--- src/rtl/uart_tx_fifo_if.sv ---
// rtl/uart_tx_fifo_if.sv - producer write port and UART handshake bundle for uart_tx_fifo
// Optional member cts_n exists only when UART_TX_FIFO_CTS_EN is defined.
interface uart_tx_fifo_if #(
  parameter int DATA_WIDTH = 8,
  parameter int DEPTH      = 16
);
  localparam int ADDR_WIDTH = $clog2(DEPTH);

  logic                  wr_en;
  logic [DATA_WIDTH-1:0] wr_data;
  logic                  full;
  logic                  empty;
  logic [ADDR_WIDTH:0]   level;
  logic                  overflow;
  logic                  overflow_clr;
  logic                  uart_enable;
  logic [DATA_WIDTH-1:0] uart_data;
  logic                  uart_busy;
`ifdef UART_TX_FIFO_CTS_EN
  logic                  cts_n;
`endif

  // Environment side: producer plus UART transmitter.
  modport master (
`ifdef UART_TX_FIFO_CTS_EN
    output cts_n,
`endif
    output wr_en, wr_data, overflow_clr, uart_busy,
    input  full, empty, level, overflow, uart_enable, uart_data
  );

  // FIFO side.
  modport slave (
`ifdef UART_TX_FIFO_CTS_EN
    input  cts_n,
`endif
    input  wr_en, wr_data, overflow_clr, uart_busy,
    output full, empty, level, overflow, uart_enable, uart_data
  );
endinterface

--- src/rtl/uart_tx_fifo.sv ---
// rtl/uart_tx_fifo.sv - circular byte FIFO feeding a UART transmitter's enable/data/busy handshake
// Optional clear-to-send gating (cts_n) is enabled by defining UART_TX_FIFO_CTS_EN.
module uart_tx_fifo #(
  parameter int DATA_WIDTH = 8,
  parameter int DEPTH      = 16
) (
  input logic           clk,
  input logic           reset,
  uart_tx_fifo_if.slave bus
);
  localparam int ADDR_WIDTH = $clog2(DEPTH);
  localparam logic [ADDR_WIDTH:0] LEVEL_FULL = (ADDR_WIDTH + 1)'(DEPTH);

  typedef enum logic [1:0] {
    IDLE      = 2'd0,
    LAUNCH    = 2'd1,
    WAIT_BUSY = 2'd2,
    WAIT_DONE = 2'd3
  } state_t;

  state_t                state;
  state_t                state_next;
  logic [DATA_WIDTH-1:0] mem [DEPTH];
  logic [ADDR_WIDTH-1:0] wr_ptr;
  logic [ADDR_WIDTH-1:0] rd_ptr;
  logic [ADDR_WIDTH:0]   level;
  logic                  overflow;
  logic                  uart_enable;
  logic                  enable_next;
  logic [DATA_WIDTH-1:0] uart_data;
  logic                  full;
  logic                  empty;
  logic                  clear_to_send;
  logic                  pop;
  logic                  push;
  logic                  overflow_set;

  assign full  = (level == LEVEL_FULL);
  assign empty = (level == '0);

`ifdef UART_TX_FIFO_CTS_EN
  assign clear_to_send = ~bus.cts_n;
`else
  assign clear_to_send = 1'b1;
`endif

  // A write while full is still accepted when a pop frees the slot on the same edge.
  assign push         = bus.wr_en & (~full | pop);
  assign overflow_set = bus.wr_en & full & ~pop;

  // Storage array: contents need no reset, validity is tracked by level.
  always_ff @(posedge clk) begin
    if (push) begin
      mem[wr_ptr] <= bus.wr_data;
    end
  end

  // Pointers and occupancy counter; pointers wrap naturally modulo DEPTH.
  always_ff @(posedge clk or negedge reset) begin
    if (!reset) begin
      wr_ptr <= '0;
      rd_ptr <= '0;
      level  <= '0;
    end else begin
      if (push) wr_ptr <= wr_ptr + 1'b1;
      if (pop)  rd_ptr <= rd_ptr + 1'b1;
      case ({push, pop})
        2'b10:   level <= level + 1'b1;
        2'b01:   level <= level - 1'b1;
        default: level <= level;
      endcase
    end
  end

  // Sticky overflow flag; a new overflow beats a clear in the same cycle.
  always_ff @(posedge clk or negedge reset) begin
    if (!reset) begin
      overflow <= 1'b0;
    end else if (overflow_set) begin
      overflow <= 1'b1;
    end else if (bus.overflow_clr) begin
      overflow <= 1'b0;
    end
  end

  // Handshake state, launch pulse and the byte held for the whole frame.
  always_ff @(posedge clk or negedge reset) begin
    if (!reset) begin
      state       <= IDLE;
      uart_enable <= 1'b0;
      uart_data   <= '0;
    end else begin
      state       <= state_next;
      uart_enable <= enable_next;
      if (pop) uart_data <= mem[rd_ptr];
    end
  end

  // Next-state decode; a pop only ever happens on the IDLE->LAUNCH edge.
  always_comb begin
    state_next  = state;
    enable_next = 1'b0;
    pop         = 1'b0;
    case (state)
      IDLE: begin
        if (!empty && !bus.uart_busy && clear_to_send) begin
          pop         = 1'b1;
          enable_next = 1'b1;
          state_next  = LAUNCH;
        end
      end
      LAUNCH:    state_next = WAIT_BUSY;
      WAIT_BUSY: if (bus.uart_busy)  state_next = WAIT_DONE;
      WAIT_DONE: if (!bus.uart_busy) state_next = IDLE;
      default:   state_next = IDLE;
    endcase
  end

  assign bus.full        = full;
  assign bus.empty       = empty;
  assign bus.level       = level;
  assign bus.overflow    = overflow;
  assign bus.uart_enable = uart_enable;
  assign bus.uart_data   = uart_data;
endmodule

--- src/flat_wrapper.sv ---
// flat-port wrapper written by rule: the top's interface ports become plain ports
module uart_tx_fifo_flat 
#(
  parameter int DATA_WIDTH = 8,
  parameter int DEPTH      = 16
)
  (clk, reset, bus_wr_en, bus_wr_data, bus_overflow_clr, bus_uart_busy, bus_full, bus_empty, bus_level, bus_overflow, bus_uart_enable, bus_uart_data);
  uart_tx_fifo_if #(.DATA_WIDTH(DATA_WIDTH), .DEPTH(DEPTH)) bus_i ();
  input logic clk;
  input logic reset;
  input wire logic [$bits(bus_i.wr_en)-1:0] bus_wr_en;
  input wire logic [$bits(bus_i.wr_data)-1:0] bus_wr_data;
  input wire logic [$bits(bus_i.overflow_clr)-1:0] bus_overflow_clr;
  input wire logic [$bits(bus_i.uart_busy)-1:0] bus_uart_busy;
  output wire logic [$bits(bus_i.full)-1:0] bus_full;
  output wire logic [$bits(bus_i.empty)-1:0] bus_empty;
  output wire logic [$bits(bus_i.level)-1:0] bus_level;
  output wire logic [$bits(bus_i.overflow)-1:0] bus_overflow;
  output wire logic [$bits(bus_i.uart_enable)-1:0] bus_uart_enable;
  output wire logic [$bits(bus_i.uart_data)-1:0] bus_uart_data;
  assign bus_i.wr_en = bus_wr_en;
  assign bus_i.wr_data = bus_wr_data;
  assign bus_i.overflow_clr = bus_overflow_clr;
  assign bus_i.uart_busy = bus_uart_busy;
  assign bus_full = bus_i.full;
  assign bus_empty = bus_i.empty;
  assign bus_level = bus_i.level;
  assign bus_overflow = bus_i.overflow;
  assign bus_uart_enable = bus_i.uart_enable;
  assign bus_uart_data = bus_i.uart_data;
  uart_tx_fifo #(.DATA_WIDTH(DATA_WIDTH), .DEPTH(DEPTH)) u_core (.clk(clk), .reset(reset), .bus(bus_i));
endmodule
--- config.mk ---
export PLATFORM = sky130hd
export DESIGN_NAME = uart_tx_fifo_flat
export DESIGN_NICKNAME = d
export VERILOG_FILES = /design/src/rtl/uart_tx_fifo_if.sv /design/src/rtl/uart_tx_fifo.sv /design/src/flat_wrapper.sv
export SDC_FILE = /design/constraint.sdc
export NUM_CORES = 1
export LEC_CHECK = 0
export ABC_AREA = 1
export CAP_MARGIN = 40
export CELL_PAD_IN_SITES_DETAIL_PLACEMENT = 0
export CELL_PAD_IN_SITES_GLOBAL_PLACEMENT = 1
export CORE_UTILIZATION = 44
export CTS_CLUSTER_SIZE = 24
export DETAILED_ROUTE_END_ITERATION = 8
export PLACE_DENSITY = 0.78
export SLEW_MARGIN = 30
export SYNTH_ARGS = -nofsm -noshare
export SYNTH_HDL_FRONTEND = slang
export SYNTH_SLANG_ARGS = --single-unit
--- constraint.sdc ---
create_clock -name clk -period 3.3 [get_ports clk]
set_input_delay 0.33 -clock clk [delete_from_list [all_inputs] [get_ports clk]]
set_output_delay 0.33 -clock clk [all_outputs]
set_load 0.01 [all_outputs]
==> impl_results.md <==
* Routed WL at 15.3 mm
* Initial antenna violation count at 0
* Die height at 128 um
* Post-synth cell types at 25
* PwrDens at 842 mW/mm^2
* Vias in the first global route at 4401
* # resized after CTS at 0
* CTS Sinks at 153
* Cell chosen for the clock root: clkbuf_16
* Routed vias at 4653
* Share of Yosys cell area claimed by the top area cell type at 55.3%
* Cell area after layout at 0.00811 mm^2
* Hold_buf cts at 0
* Clk buf depth at 2
* Worst Path Max Fanout at 11
* IO Count at 30
* Rel. slew slack at 45.1%
* CTS tree: done
* HP Class: primary input to async pin
* # nets final at 771
* Setup violators final at 0
* Overall Power at 6.83 mW
* Cells after synthesis at 702
* Cells taking the most area after synthesis: edfxtp_1, nand2_1, dfrtp_1
* Max_cap viols at 0
* Seq/Total Area, Yosys at 64.3%
* Area Growth Syn to Fin at 16.6%
* WP data required at 3.66 ns
* RSZ-0062 raised after global routing: false
* Setup TNS Final at 0 ns
* Part of the cycle the worst path needs at 76.7%
* Pre-antenna DRT Iters at 5
* Top post-synthesis cells by count: nand2_1, edfxtp_1, inv_1
* Die area at 0.0163 mm^2
* Cell accounting for the most synthesized area: edfxtp_1
* Synth Register Bits at 153
* CP endpoint kind: flop
* Setup bufs post-CTS at 0
* Avg Cell Area, Syn at 9.90 um^2
* Initial Util at 45.4%
* Number of remaining DRC errors at 0
* Syn_nets at 728
* Final hold vios at 0
* Iter 0 DRT Violations at 377
* Routed wire per std cell at 15.8 um
* Die Width at 128 um
* Status: finished clean
* CTS clock-pin slew for the worst setup and hold paths at 0.06 ns
* DP HPWL at 9.58 mm
* Primary FF master, synth: edfxtp_1
* Crit path launch type: flop
* Syn. warnings at 0
* GRT overflow at 0
* DP Cell Count at 937
* Cell area after synthesis at 0.00695 mm^2
* Proportion of layout cells with a drive suffix above 1 at 7.78%
* CP Class: flop to flop
* H-tree depth at 4
* LEAKAGE at 3.60 nW
* Num CTS Buffers at 17
* Fmax at 0.395 GHz
* WHS at 0.284 ns
* Filler cell count at 1401
* Min Tclk post-route at 2.53 ns
* Total track usage at 20.3%
* Arrival time worst endpoint at 2.89 ns
* Drt via density at 4.80
* Clock Skew at 0.0112 ns
* # rows at 45
* Ys async rst share at 16.3%
* Clk Latency, worst-skew pair at 0.42 ns
* N_diodes at 0
* Worst slew pin tran at 0.821 ns
* Max-slew violations at 0
* Routability cong. at 0.837
* Largest net degree at the start of global routing at 67
* Finished Layout Cells at 969
* IO Port Bufs at 29
* Core area at 0.0153 mm^2
* Peak VDD IR at 0.363 mV
* Post-route ant nets at 0
* EDFF count, synth at 128
* Count leader, synth: nand2_1
* Global-route wire length before repair at 23.9 mm
* Placed cell areas at 0.00752 mm^2
cell usage in the layout (no fill, tap or decap):
cell and count:
ha_1 13, clkbuf_8 4, clkinvlp_4 3, a21oi_1 1
nor3_1 16, clkbuf_16 17, o211ai_1 1, nor4_1 1
nor3_2 1, nand3_1 106, nand3_2 1, xnor2_1 2
clkbuf_1 4, o21ai_0 7, inv_2 3, bufinv_16 2
o21bai_1 1, dfrtp_2 1, edfxtp_1 128, mux2i_1 1
a21boi_0 1, buf_4 23, dfrtp_1 24, clkinv_1 2
xor2_1 6, buf_12 1, clkinv_2 2, or2_2 1
nand2_1 236, inv_1 120, clkdlybuf4s50_1 29
critical path, stage by stage, from the launching register on:
cell and delay [ns]:
dfrtp_1 0.41, inv_1 0.10, nand2_1 0.10, nor3_2 0.16
nand2_1 0.13, nand3_2 0.21, inv_2 0.06, ha_1 0.27
xor2_1 0.24, ha_1 0.19, inv_1 0.04, nand2_1 0.10
nand3_1 0.10, nand2_1 0.09, xor2_1 0.15, nand2_1 0.07
nand2_1 0.05
per-stage QoR:
step           utilization [%]  setup slack [ns]
6_report                  52.9             0.769
5_1_grt                   52.9             0.459
4_1_cts                   52.9             0.763
3_5_place_dp              49.1             0.688
3_3_place_gp              49.1             0.811
2_1_floorplan                -             0.961
kinds of logic after synthesis:
| group | synth area share [%] |
|---|---|
| and+or+nand+nor | 22.0 |
| buffers and inverters | 9.32 |
| DFF | 64.3 |
| adders and majority gates | 2.34 |
| AOI/OAI and AO/OA | 0.900 |
| xor gates and xnor gates | 1.01 |
| muxes | 0.144 |
worst paths after layout:
| kind | cells after the start | from | slack [ns] | endpoint |
|---|---|---|---|---|
| worst max-delay path | 16 | u_core.bus.level[2] | 0.77 | u_core.bus.level[4] |
| worst min-delay path | 2 | reset | 0.28 | u_core.bus.uart_data[2] |
| worst max register to register | 16 | u_core.bus.level[2] | 0.77 | u_core.bus.level[4] |
| worst min register to register | 2 | u_core.bus.uart_data[2] | 0.48 | u_core.bus.uart_data[2] |
| max in group asynchronous | 2 | reset | 2.73 | u_core.rd_ptr[0] |
| min in group clk | 2 | bus_overflow_clr | 0.48 | u_core.bus.overflow |
area by class of cell:
class | count | area, um^2 | area share, %
clock buffer | 25 | 495 | 6.11
clock inverter | 7 | 92.6 | 1.14
inverter | 125 | 469 | 5.79
multi-input combinational | 395 | 1830 | 22.6
sequential | 153 | 4470 | 55.1
tap | 211 | 264 | 3.26
timing repair buffer | 53 | 483 | 5.96
state kept, by name, indices dropped and copies added, names as in the netlist:
name,flops
u_core.mem,128
u_core.wr_ptr,4
u_core.bus.uart_enable,1
u_core.rd_ptr,4
u_core.bus.overflow,1
u_core.bus.uart_data,8
u_core.state,2
u_core.bus.level,5
layer usage:
metal | GRT usage [%] | share of wire, %
met2 | 32.0 | 47
met5 | 0 | 0
met4 | 7.82 | 2.2
met1 | 27.6 | 45
met3 | 4.26 | 5.4
report_power, final:
group	switching, mW	internal [mW]
Combinational	1.56	0.819
Sequential	0.158	2.38
Clock	0.723	1.19
Power figures use the tool's default switching activity.
